**src/rtl/tile_map_renderer.sv**
```systemverilog
// Tile-map background renderer: scrolled screen position -> map cell -> texture ROM address -> colour.
// Four-clock fixed pipeline, one pixel per clock; the map lives in a run-time writable tile RAM.
module tile_map_renderer #(
  parameter int H_START     = 144,
  parameter int V_START     = 31,
  parameter int H_ACTIVE    = 640,
  parameter int V_ACTIVE    = 480,
  parameter int TILE_LOG2   = 5,
  parameter int TEX_LOG2    = 3,
  parameter int MAP_W       = 20,
  parameter int MAP_H       = 15,
  parameter int TILE_BITS   = 2,
  parameter int ANIM_BASE   = 1,
  parameter int ANIM_W      = 4,
  parameter int BORDER_TILE = 1,
  parameter int COLOR_W     = 8
) (
  input  logic                                clk,
  input  logic                                rst_n,
  input  logic [9:0]                          h_count,
  input  logic [9:0]                          v_count,
  input  logic                                anim_tick,
  input  logic [9:0]                          scroll_x,
  input  logic [9:0]                          scroll_y,
  input  logic                                clear_req,
  input  logic                                wr_en,
  input  logic [$clog2(MAP_W*MAP_H)-1:0]      wr_addr,
  input  logic [TILE_BITS-1:0]                wr_data,
  output logic                                wr_ready,
  output logic                                busy,
  output logic [TILE_BITS+2*TEX_LOG2-1:0]     tex_addr,
  input  logic [COLOR_W-1:0]                  tex_data,
  output logic [COLOR_W-1:0]                  color
);

  localparam int CELLS = MAP_W * MAP_H;
  localparam int AW    = $clog2(CELLS);
  localparam int TA_W  = TILE_BITS + 2 * TEX_LOG2;
  localparam int CW    = 12;
  localparam int RW    = $clog2(MAP_H);
  localparam int KW    = $clog2(MAP_W);

  localparam logic [CW-1:0] H_LO   = CW'(H_START);
  localparam logic [CW-1:0] H_HI   = CW'(H_START + H_ACTIVE);
  localparam logic [CW-1:0] V_LO   = CW'(V_START);
  localparam logic [CW-1:0] V_HI   = CW'(V_START + V_ACTIVE);
  localparam logic [CW-1:0] WRAP_X = CW'(MAP_W << TILE_LOG2);
  localparam logic [CW-1:0] WRAP_Y = CW'(MAP_H << TILE_LOG2);

  typedef enum logic {S_CLEAR, S_RUN} state_t;

  state_t                state_q, state_d;
  logic [AW-1:0]         clr_addr_q, clr_addr_d;
  logic [RW-1:0]         clr_row_q, clr_row_d;
  logic [KW-1:0]         clr_col_q, clr_col_d;
  logic                  busy_q, busy_d;
  logic                  wr_ready_q, wr_ready_d;
  logic [9:0]            scroll_x_q, scroll_x_d;
  logic [9:0]            scroll_y_q, scroll_y_d;
  logic [ANIM_W-1:0]     anim_q, anim_d;
  logic [AW-1:0]         idx_q, idx_d;
  logic [TEX_LOG2-1:0]   tx_q, tx_d;
  logic [TEX_LOG2-1:0]   ty_q, ty_d;
  logic                  act1_q, act1_d;
  logic                  act2_q, act2_d;
  logic                  act3_q, act3_d;
  logic [TA_W-1:0]       tex_addr_q, tex_addr_d;
  logic [COLOR_W-1:0]    color_q, color_d;

  logic                  mem_we;
  logic [AW-1:0]         mem_addr;
  logic [TILE_BITS-1:0]  mem_data;
  logic [TILE_BITS-1:0]  tile_mem [CELLS];

  logic [CW-1:0]         h_ext, v_ext, px_raw, py_raw, px, py;
  logic [TILE_BITS-1:0]  cur_type;
  logic                  flip;
  logic [TEX_LOG2-1:0]   tx_f;
  logic                  clr_edge;

  // Stage 1: screen position -> wrapped map position, cell index and texel.
  always_comb begin
    h_ext  = CW'(h_count);
    v_ext  = CW'(v_count);
    px_raw = h_ext - H_LO + CW'(scroll_x_q);
    py_raw = v_ext - V_LO + CW'(scroll_y_q);
    px     = (px_raw >= WRAP_X) ? px_raw - WRAP_X : px_raw;
    py     = (py_raw >= WRAP_Y) ? py_raw - WRAP_Y : py_raw;
    act1_d = (h_ext >= H_LO) && (h_ext < H_HI) && (v_ext >= V_LO) && (v_ext < V_HI);
    idx_d  = act1_d ? AW'(py >> TILE_LOG2) * AW'(MAP_W) + AW'(px >> TILE_LOG2) : '0;
    tx_d   = px[TEX_LOG2-1:0];
    ty_d   = py[TEX_LOG2-1:0];
  end

  // Stages 2-4: tile read and mirror, ROM round trip, colour gate.
  always_comb begin
    cur_type   = tile_mem[idx_q];
    flip       = (cur_type >= TILE_BITS'(ANIM_BASE)) && anim_q[ANIM_W-1];
    tx_f       = flip ? ~tx_q : tx_q;
    tex_addr_d = {cur_type, ty_q, tx_f};
    act2_d     = act1_q;
    act3_d     = act2_q;
    color_d    = (act3_q && state_q == S_RUN) ? tex_data : '0;
    anim_d     = anim_tick ? anim_q + 1'b1 : anim_q;
    scroll_x_d = scroll_x_q;
    scroll_y_d = scroll_y_q;
    if (h_count == '0 && v_count == '0) begin
      scroll_x_d = scroll_x;
      scroll_y_d = scroll_y;
    end
  end

  // Map control: clear sweep owns the RAM write port; user writes only in RUN.
  always_comb begin
    state_d    = state_q;
    clr_addr_d = clr_addr_q;
    clr_row_d  = clr_row_q;
    clr_col_d  = clr_col_q;
    mem_we     = 1'b0;
    mem_addr   = '0;
    mem_data   = '0;
    clr_edge   = (clr_row_q == '0) || (clr_row_q == RW'(MAP_H - 1)) ||
                 (clr_col_q == '0) || (clr_col_q == KW'(MAP_W - 1));
    case (state_q)
      S_CLEAR: begin
        if (clear_req) begin
          clr_addr_d = '0;
          clr_row_d  = '0;
          clr_col_d  = '0;
        end else begin
          mem_we   = 1'b1;
          mem_addr = clr_addr_q;
          mem_data = clr_edge ? TILE_BITS'(BORDER_TILE) : '0;
          if (clr_addr_q == AW'(CELLS - 1)) begin
            state_d    = S_RUN;
            clr_addr_d = '0;
            clr_row_d  = '0;
            clr_col_d  = '0;
          end else begin
            clr_addr_d = clr_addr_q + 1'b1;
            if (clr_col_q == KW'(MAP_W - 1)) begin
              clr_col_d = '0;
              clr_row_d = clr_row_q + 1'b1;
            end else begin
              clr_col_d = clr_col_q + 1'b1;
            end
          end
        end
      end
      default: begin
        if (clear_req) begin
          state_d    = S_CLEAR;
          clr_addr_d = '0;
          clr_row_d  = '0;
          clr_col_d  = '0;
        end else if (wr_en && (32'(wr_addr) < CELLS)) begin
          mem_we   = 1'b1;
          mem_addr = wr_addr;
          mem_data = wr_data;
        end
      end
    endcase
    busy_d     = (state_d == S_CLEAR);
    wr_ready_d = (state_d == S_RUN);
  end

  always_ff @(posedge clk or negedge rst_n) begin
    if (!rst_n) begin
      state_q    <= S_CLEAR;
      clr_addr_q <= '0;
      clr_row_q  <= '0;
      clr_col_q  <= '0;
      busy_q     <= 1'b1;
      wr_ready_q <= 1'b0;
      scroll_x_q <= '0;
      scroll_y_q <= '0;
      anim_q     <= '0;
      idx_q      <= '0;
      tx_q       <= '0;
      ty_q       <= '0;
      act1_q     <= 1'b0;
      act2_q     <= 1'b0;
      act3_q     <= 1'b0;
      tex_addr_q <= '0;
      color_q    <= '0;
    end else begin
      state_q    <= state_d;
      clr_addr_q <= clr_addr_d;
      clr_row_q  <= clr_row_d;
      clr_col_q  <= clr_col_d;
      busy_q     <= busy_d;
      wr_ready_q <= wr_ready_d;
      scroll_x_q <= scroll_x_d;
      scroll_y_q <= scroll_y_d;
      anim_q     <= anim_d;
      idx_q      <= idx_d;
      tx_q       <= tx_d;
      ty_q       <= ty_d;
      act1_q     <= act1_d;
      act2_q     <= act2_d;
      act3_q     <= act3_d;
      tex_addr_q <= tex_addr_d;
      color_q    <= color_d;
    end
  end

  // Map contents are not reset; the clear sweep re-initialises them.
  always_ff @(posedge clk) begin
    if (mem_we) tile_mem[mem_addr] <= mem_data;
  end

  assign wr_ready = wr_ready_q;
  assign busy     = busy_q;
  assign tex_addr = tex_addr_q;
  assign color    = color_q;

endmodule

```
**config.mk**
```make
export PLATFORM = sky130hd
export DESIGN_NAME = tile_map_renderer
export DESIGN_NICKNAME = d
export VERILOG_FILES = /design/src/rtl/tile_map_renderer.sv
export SDC_FILE = /design/constraint.sdc
export NUM_CORES = 1
export LEC_CHECK = 0
export BUFFER_PORTS_ARGS = -buffer_cell sky130_fd_sc_hd__buf_2
export CELL_PAD_IN_SITES_DETAIL_PLACEMENT = 0
export CELL_PAD_IN_SITES_GLOBAL_PLACEMENT = 1
export CORE_UTILIZATION = 55
export DETAILED_ROUTE_END_ITERATION = 16
export PLACE_DENSITY_LB_ADDON = 0.3
export SYNTH_ARGS = -nofsm -noshare
export SYNTH_HDL_FRONTEND = slang
export SYNTH_SLANG_ARGS = --single-unit
```
**constraint.sdc**
```tcl
create_clock -name clk -period 15.55 [get_ports clk]
set_clock_uncertainty 0.05 [all_clocks]
set_input_delay 0.7775 -clock clk [delete_from_list [all_inputs] [get_ports clk]]
set_output_delay 0.7775 -clock clk [all_outputs]
set_load 0.05 [all_outputs]
```
Word-level counts from Yosys, hierarchy flattened
Memory sizes are Yosys's and may differ from the RTL's.
Index checks and enable logic that the tools add are counted.
{"block": "totals", "register_bits": 78, "out_inout_bits": 18, "mem_bits_rw": 600, "in_bits": 64, "wordCells": 95, "memories": 1}
{"memory": "tile_mem", "depth": 300, "width": 2, "read_ports": 1, "rd_ports_with_merged_regs": 0, "wr": 1, "line_no": "73", "rtl": "logic [TILE_BITS-1:0] tile_mem [CELLS];"}
{"block": "op_classes", "order_cmp": 8, "n_mux": 36, "bitwise": 2, "eq_ne": 4, "n_addsub": 11, "reduce_logical": 16, "multipliers": 1}
{"cell": "$mux 9", "count": 8}
{"cell": "$mux 5", "count": 5}
{"cell": "$add 11x11->12", "count": 2}
{"cell": "$mux 12", "count": 2}
{"cell": "$logic_not 10->1", "count": 2}
{"cell": "$mux 4", "count": 5}
{"cell": "$ge 12x10->1 const B", "count": 1}
{"cell": "$ge 12x9->1 const B", "count": 1}
{"cell": "$sub 12x10->12 const B", "count": 1}
{"cell": "$sub 12x9->12 const B", "count": 1}
{"cell": "$mux 1", "count": 11}
{"cell": "$sub 10x5->11 const B", "count": 1}
{"cell": "$sub 10x8->11 const B", "count": 1}
{"cell": "$ge 10x5->1 const B", "count": 1}
{"cell": "$ge 10x8->1 const B", "count": 1}
{"cell": "$lt 10x10->1 const B", "count": 1}
{"cell": "$lt 10x9->1 const B", "count": 1}
{"cell": "$add 9x1->9 const B", "count": 1}
{"cell": "$add 9x7->9", "count": 1}
{"cell": "$eq 9x9->1 const B", "count": 1}
{"cell": "$lt 9x9->1 const B", "count": 1}
{"cell": "$add 4x1->4 const B", "count": 2}
{"cell": "$mux 8", "count": 1}
{"cell": "$logic_and 1x1->1", "count": 7}
{"cell": "other kinds (15)", "count": 19}

Depth between registers and ports, before layout
{"block": "depth", "depth_word": 7, "depth_mapped": 24, "mapped_depth_nobuf": 24}

Least setup slack after synthesis
OpenSTA, ideal clock, no wires.
{"block": "synth_timing", "path_kind": "input port to flip-flop", "startpoint": "input clear_req", "endpoint": "memory tile_mem[0][1] (data pin)", "arrival_time_ns": 5.702, "n_path_buf": 3, "setup_slack_ns": 8.811, "setup_ns": 0.988, "required_ns": 14.512, "cell_stages": 7, "cell_sequence": "clkbuf_1 > nor2b_1 > nand2_1 > a21oi_2 > buf_2 > buf_2 > and2_1"}
{"block": "synth_via", "elab_chain_len": 2}
{"element": "from (decl)", "line_no": "25", "rtl": "input logic clear_req,"}
{"element": "$mux 2", "line_no": "151", "rtl": "if (clear_req) begin"}
{"element": "$mux 2", "line_no": "124", "rtl": "case (state_q)"}
{"element": "net mem_data[1]", "line_no": "72", "rtl": "logic [TILE_BITS-1:0] mem_data;"}
{"element": "to (decl)", "line_no": "73"}
The timed path passes the listed nets, and every way through them passes these cells.

Worst setup path in the final report
{"block": "layout_timing", "startpoint": "input v_count[0]", "endpoint": "register idx_q[8]"}
{"block": "layout_via", "elab_chain_len": 7, "word_cells_on_any_way": 12, "classes_between": "4 x add/sub; 1 x mul; 3 x order compare; 2 x mux; 2 x reduce/logical"}
{"element": "from (decl)", "line_no": "21", "rtl": "input logic [9:0] v_count,"}
{"element": "$sub 10x5->11", "line_no": "86", "rtl": "py_raw = v_ext - V_LO + CW'(scroll_y_q);"}
{"element": "$add 11x11->12", "line_no": "86"}
{"element": "$sub 12x9->12 or $ge 12x9->1 (tied branches)", "line_no": "88", "rtl": "py = (py_raw >= WRAP_Y) ? py_raw - WRAP_Y : py_raw;"}
{"element": "$mux 12", "line_no": "88"}
{"element": "$mul 7x3->7", "line_no": "90", "rtl": "idx_d = act1_d ? AW'(py >> TILE_LOG2) * AW'(MAP_W) + AW'(px >> TILE_LOG2) : '0;"}
{"element": "$add 9x7->9", "line_no": "90"}
{"element": "$mux 9 (*)", "line_no": "90"}
{"element": "net idx_d[8]", "line_no": "61", "rtl": "logic [AW-1:0] idx_q, idx_d;"}
{"element": "to (signal assigned)", "line_no": "196", "rtl": "idx_q <= idx_d;"}
{"element": "to (decl)", "line_no": "61"}
Mark *: on every way through the listed nets, which the timed path passes. The rest lies on a longest branch.
A chain may end at the register's enable or synchronous reset.

==> metrics.md <==
| Metric | Value |
|---|---|
| Status | finished, final reports clean |
| #FFs+latches synth | 678 |
| Setup crit end kind | flip-flop |
| Vias in the first global route | 17046 |
| Worst slew pin tran | 1.29 ns |
| Final Cycle Share | 33.3% |
| Worst Path Required | 15.97 ns |
| Dpl hpwl | 39100 um |
| Critical Path Max Stage Delay | 0.46 ns |
| IO Port Bufs | 81 |
| Tmin final | 5.18 ns |
| Crit path cell chain | buf_2 -> ha_1 -> nand3_1 -> xnor2_1 -> ha_1 -> and3_1 -> a221oi_1 -> o21bai_1 -> a21oi_1 -> xnor2_1 -> nand4_1 -> o211a_2 -> mux2_2 -> ha_1 -> ha_1 -> fa_1 -> ha_1 -> a21oi_1 -> nor2_1 -> xnor2_1 -> xnor2_1 -> nor2_1 |
| Total wire length | 65000 um |
| Via count | 16749 |
| Setup WS pre-CTS | 9.81 ns |
| Vias per cell | 6.04 |
| # resized after CTS | 0 |
| Synth-to-layout area growth | 11.1% |
| Fill cells | 3873 |
| Hold Path Class | primary input to asynchronous set/reset pin |
| Setup WS post-layout | 10.37 ns |
| Clock buffer depth | 3 |
| Residual DRC | 0 |
| MaxCap Viol Count | 0 |
| GRT Overall Usage | 24.7% |
| Fraction of layout cells with a size suffix above 1 | 17.5% |
| Final Hold Vio Count | 0 |
| Hold-fix buffers, CTS | 0 |
| First-pass GRT wire length | 99200 um |
| First drt pass iteration count | 6 |
| CTS buffer count | 70 |
| Most used cell, CP | ha_1 |
| Slew headroom | 14.3% |
| GRT overflow | 0 |
| Top Ports | 82 |
| # clock sinks | 678 |
| Post-synthesis instance area | 0.0296 mm^2 |
| CTS root buf | clkbuf_16 |
| Initial Util | 55.9% |
| Syn. warnings | 0 |
| Clock-pin slew on the worst setup and hold paths | 0.06 ns |
| RSZ-0062 raised after global routing | false |
| Final number of setup-violating endpoints | 0 |
| Die Span Y | 234 um |
| Max VDD drop | 0.000111 V |
| Crit path max-delay cell type | fa_1 |
| Crit Path Class | primary input to flip-flop |
| Layout Nets | 2140 |
| Final slew viol count | 0 |
| Critical path fanouts, max | 9 |
| Avg WL per Cell | 23.4 um |
| H-tree Lvls | 3 |
| Worst EP arrival | 5.60 ns |
| Hold_ws | 0.298 ns |
| Power Dens Cells | 126 mW/mm^2 |
| Antenna-violating nets left | 0 |
| Largest net degree at the start of global routing | 233 |
| Main synth FF type | edfxtp_1 |
| Row cnt | 84 |
| Register area share after synthesis | 67.6% |
| Setup_tns | 0 ns |
| Fmax | 193 MHz |
| Die width | 234 um |
| EDFF count, synth | 600 |
| Cell variety after synth | 67 |
| 1st-iter DRT viols | 1607 |
| FFs w/ async S/R, synth | 11.5% |
| Leak pwr | 11.6 nW |
| Clock latency at the later pin of the worst-skew pair | 0.60 ns |
| Synthesized Nets | 2065 |
| TritonCTS clock tree | done |
| Setup bufs post-CTS | 0 |
| CP Launch Type | primary input |
| Cell count after synthesis | 1951 |
| GPL Wtd Cong | 0.809 |
| Core ar. | 0.0529 mm^2 |
| Die Area | 0.0547 mm^2 |
| Antenna violations before repair | 0 |
| Mean Syn Cell Area | 15.2 um^2 |
routing by layer:
| layer | vias up | routed length (um) | global-route usage [%] |
|---|---|---|---|
| met2 | 626 | 32900 | 41.7 |
| li1 | 7565 | - | - |
| met4 | 2 | 1790 | 8.46 |
| met3 | 102 | 4650 | 4.54 |
| met1 | 8454 | 25600 | 32.2 |
| met5 | - | 57 | 0.714 |
flip-flops by register name, indices dropped and copies added (netlist names), 3 cells and up:
name and count:
color 8, clr_addr_q 9, tex_addr 8, tile_mem 600, clr_col_q 5, anim_q 4
idx_q 9, clr_row_q 4, ty_q 3, scroll_y_q 10, scroll_x_q 10, tx_q 3
worst max-delay path: cells and delay by family:
family / cells / cell delay, ns
adders and majority gates: 6 / 1.83
and+or+nand+nor: 5 / 0.55
muxes: 1 / 0.38
buffers and inverters: 1 / 0.12
AOI/OAI and AO/OA: 5 / 1.28
xor gates and xnor gates: 4 / 0.65
where the power goes:
part | internal, mW | total (mW) | switching [mW]
Combinational | 0.178 | 0.472 | 0.294
Clock | 0.930 | 1.62 | 0.686
Sequential | 2.02 | 2.05 | 0.0363
layout make-up:
class,count,area (um^2),share of cell area [%]
Antenna cell,1,2.50,0.00762
Clock buffer,87,1920,5.85
Clock inverter,42,302,0.919
Inverter,35,131,0.400
Multi-Input combinational cell,1130,8970,27.3
Sequential cell,678,20000,60.9
Tap cell,688,861,2.62
Timing Repair Buffer,111,658,2.00
cells in the final DEF, fill, tap and decap left out, types with 5 or more instances in the layout:
master / count
a31oi_1: 5
o211ai_1: 5
mux2i_1: 89
a22oi_1: 22
nand2_1: 105
xor2_1: 16
mux2_1: 17
inv_1: 35
o21ai_1: 14
o21ai_0: 44
nor3_1: 10
clkbuf_1: 11
o2111ai_1: 16
nor2b_1: 13
mux4_2: 122
nand2b_1: 11
nand3_1: 14
or2_2: 5
clkinv_2: 14
o21a_1: 5
xnor2_1: 30
nand4_1: 22
clkinv_1: 16
a21oi_1: 36
buf_2: 80
nor4_1: 5
clkbuf_16: 74
a22o_1: 18
edfxtp_1: 600
buf_4: 29
ha_1: 46
dfrtp_1: 74
and2_1: 18
a21o_1: 11
and3_1: 16
nor2_1: 345
kinds of logic (layout without fill, tap and decap cells):
kind of cell / Yosys count / after routing / synth area share (%)
other cells: 0 / 1 / 0
compound gates: 214 / 214 / 4.92
fa+ha+maj: 50 / 50 / 2.22
simple gates: 588 / 588 / 8.61
flops: 678 / 678 / 67.6
mux: 232 / 232 / 13.1
xor+xnor: 46 / 46 / 1.36
buf+inv: 143 / 275 / 2.21
final timing paths:
path	slack [ns]	from	depth (start not counted)	to
setup / recovery	10.37	v_count[0]	22	idx_q[8]
setup reg to reg	10.44	idx_q[0]	11	tex_addr[0]
hold reg to reg	0.30	ty_q[1]	0	tex_addr[4]
min in group clk	0.30	ty_q[1]	0	tex_addr[4]
hold / removal	0.30	rst_n	1	scroll_y_q[9]
max in group asynchronous	14.42	rst_n	1	idx_q[0]
cells in the mapped netlist, drive strengths merged (3+ instances only):
cell type	count	area, um^2
o22ai	3	18.8
mux2i	89	891
o2111ai	16	140
nor3b	3	27.5
buf	48	297
xor2	16	140
o211a	3	30.0
xnor2	30	263
a21oi	37	189
nor2b	15	93.8
clkbuf	60	225
o21a	6	46.3
nand2b	13	81.3
mux2	21	236
dfrtp	77	1930
nor4	6	37.5
nand3	15	75.1
o21bai	3	22.5
o21ai	58	290
edfxtp	600	18000
or2	6	37.5
a21boi	4	30.0
and3	16	100
nand4	22	138
mux4	122	2750
o211ai	5	37.5
nand3b	4	30.0
nor2	345	1290
fa	4	80.1
a22oi	22	165
ha	46	576
a21o	11	82.6
inv	35	131
a32o	4	40.0
a22o	19	166
nand2	105	394
nor3	11	60.1
and2	19	119
or3	4	25.0
a31oi	5	31.3
through the flow:
stage | std cells | power, mW | instance area (um^2) | utilization (%)
after floorplan | 1951 | 2.42 | 29600 | -
after global placement | 2642 | 2.55 | 30600 | 57.9
after detailed placement | 2642 | 2.56 | 30600 | 57.9
after CTS | 2771 | 4.17 | 32800 | 62.1
after global routing | 2771 | 4.28 | 32800 | 62.1
final | 2772 | 4.14 | 32800 | 62.1
Power figures use the tool's default switching activity.
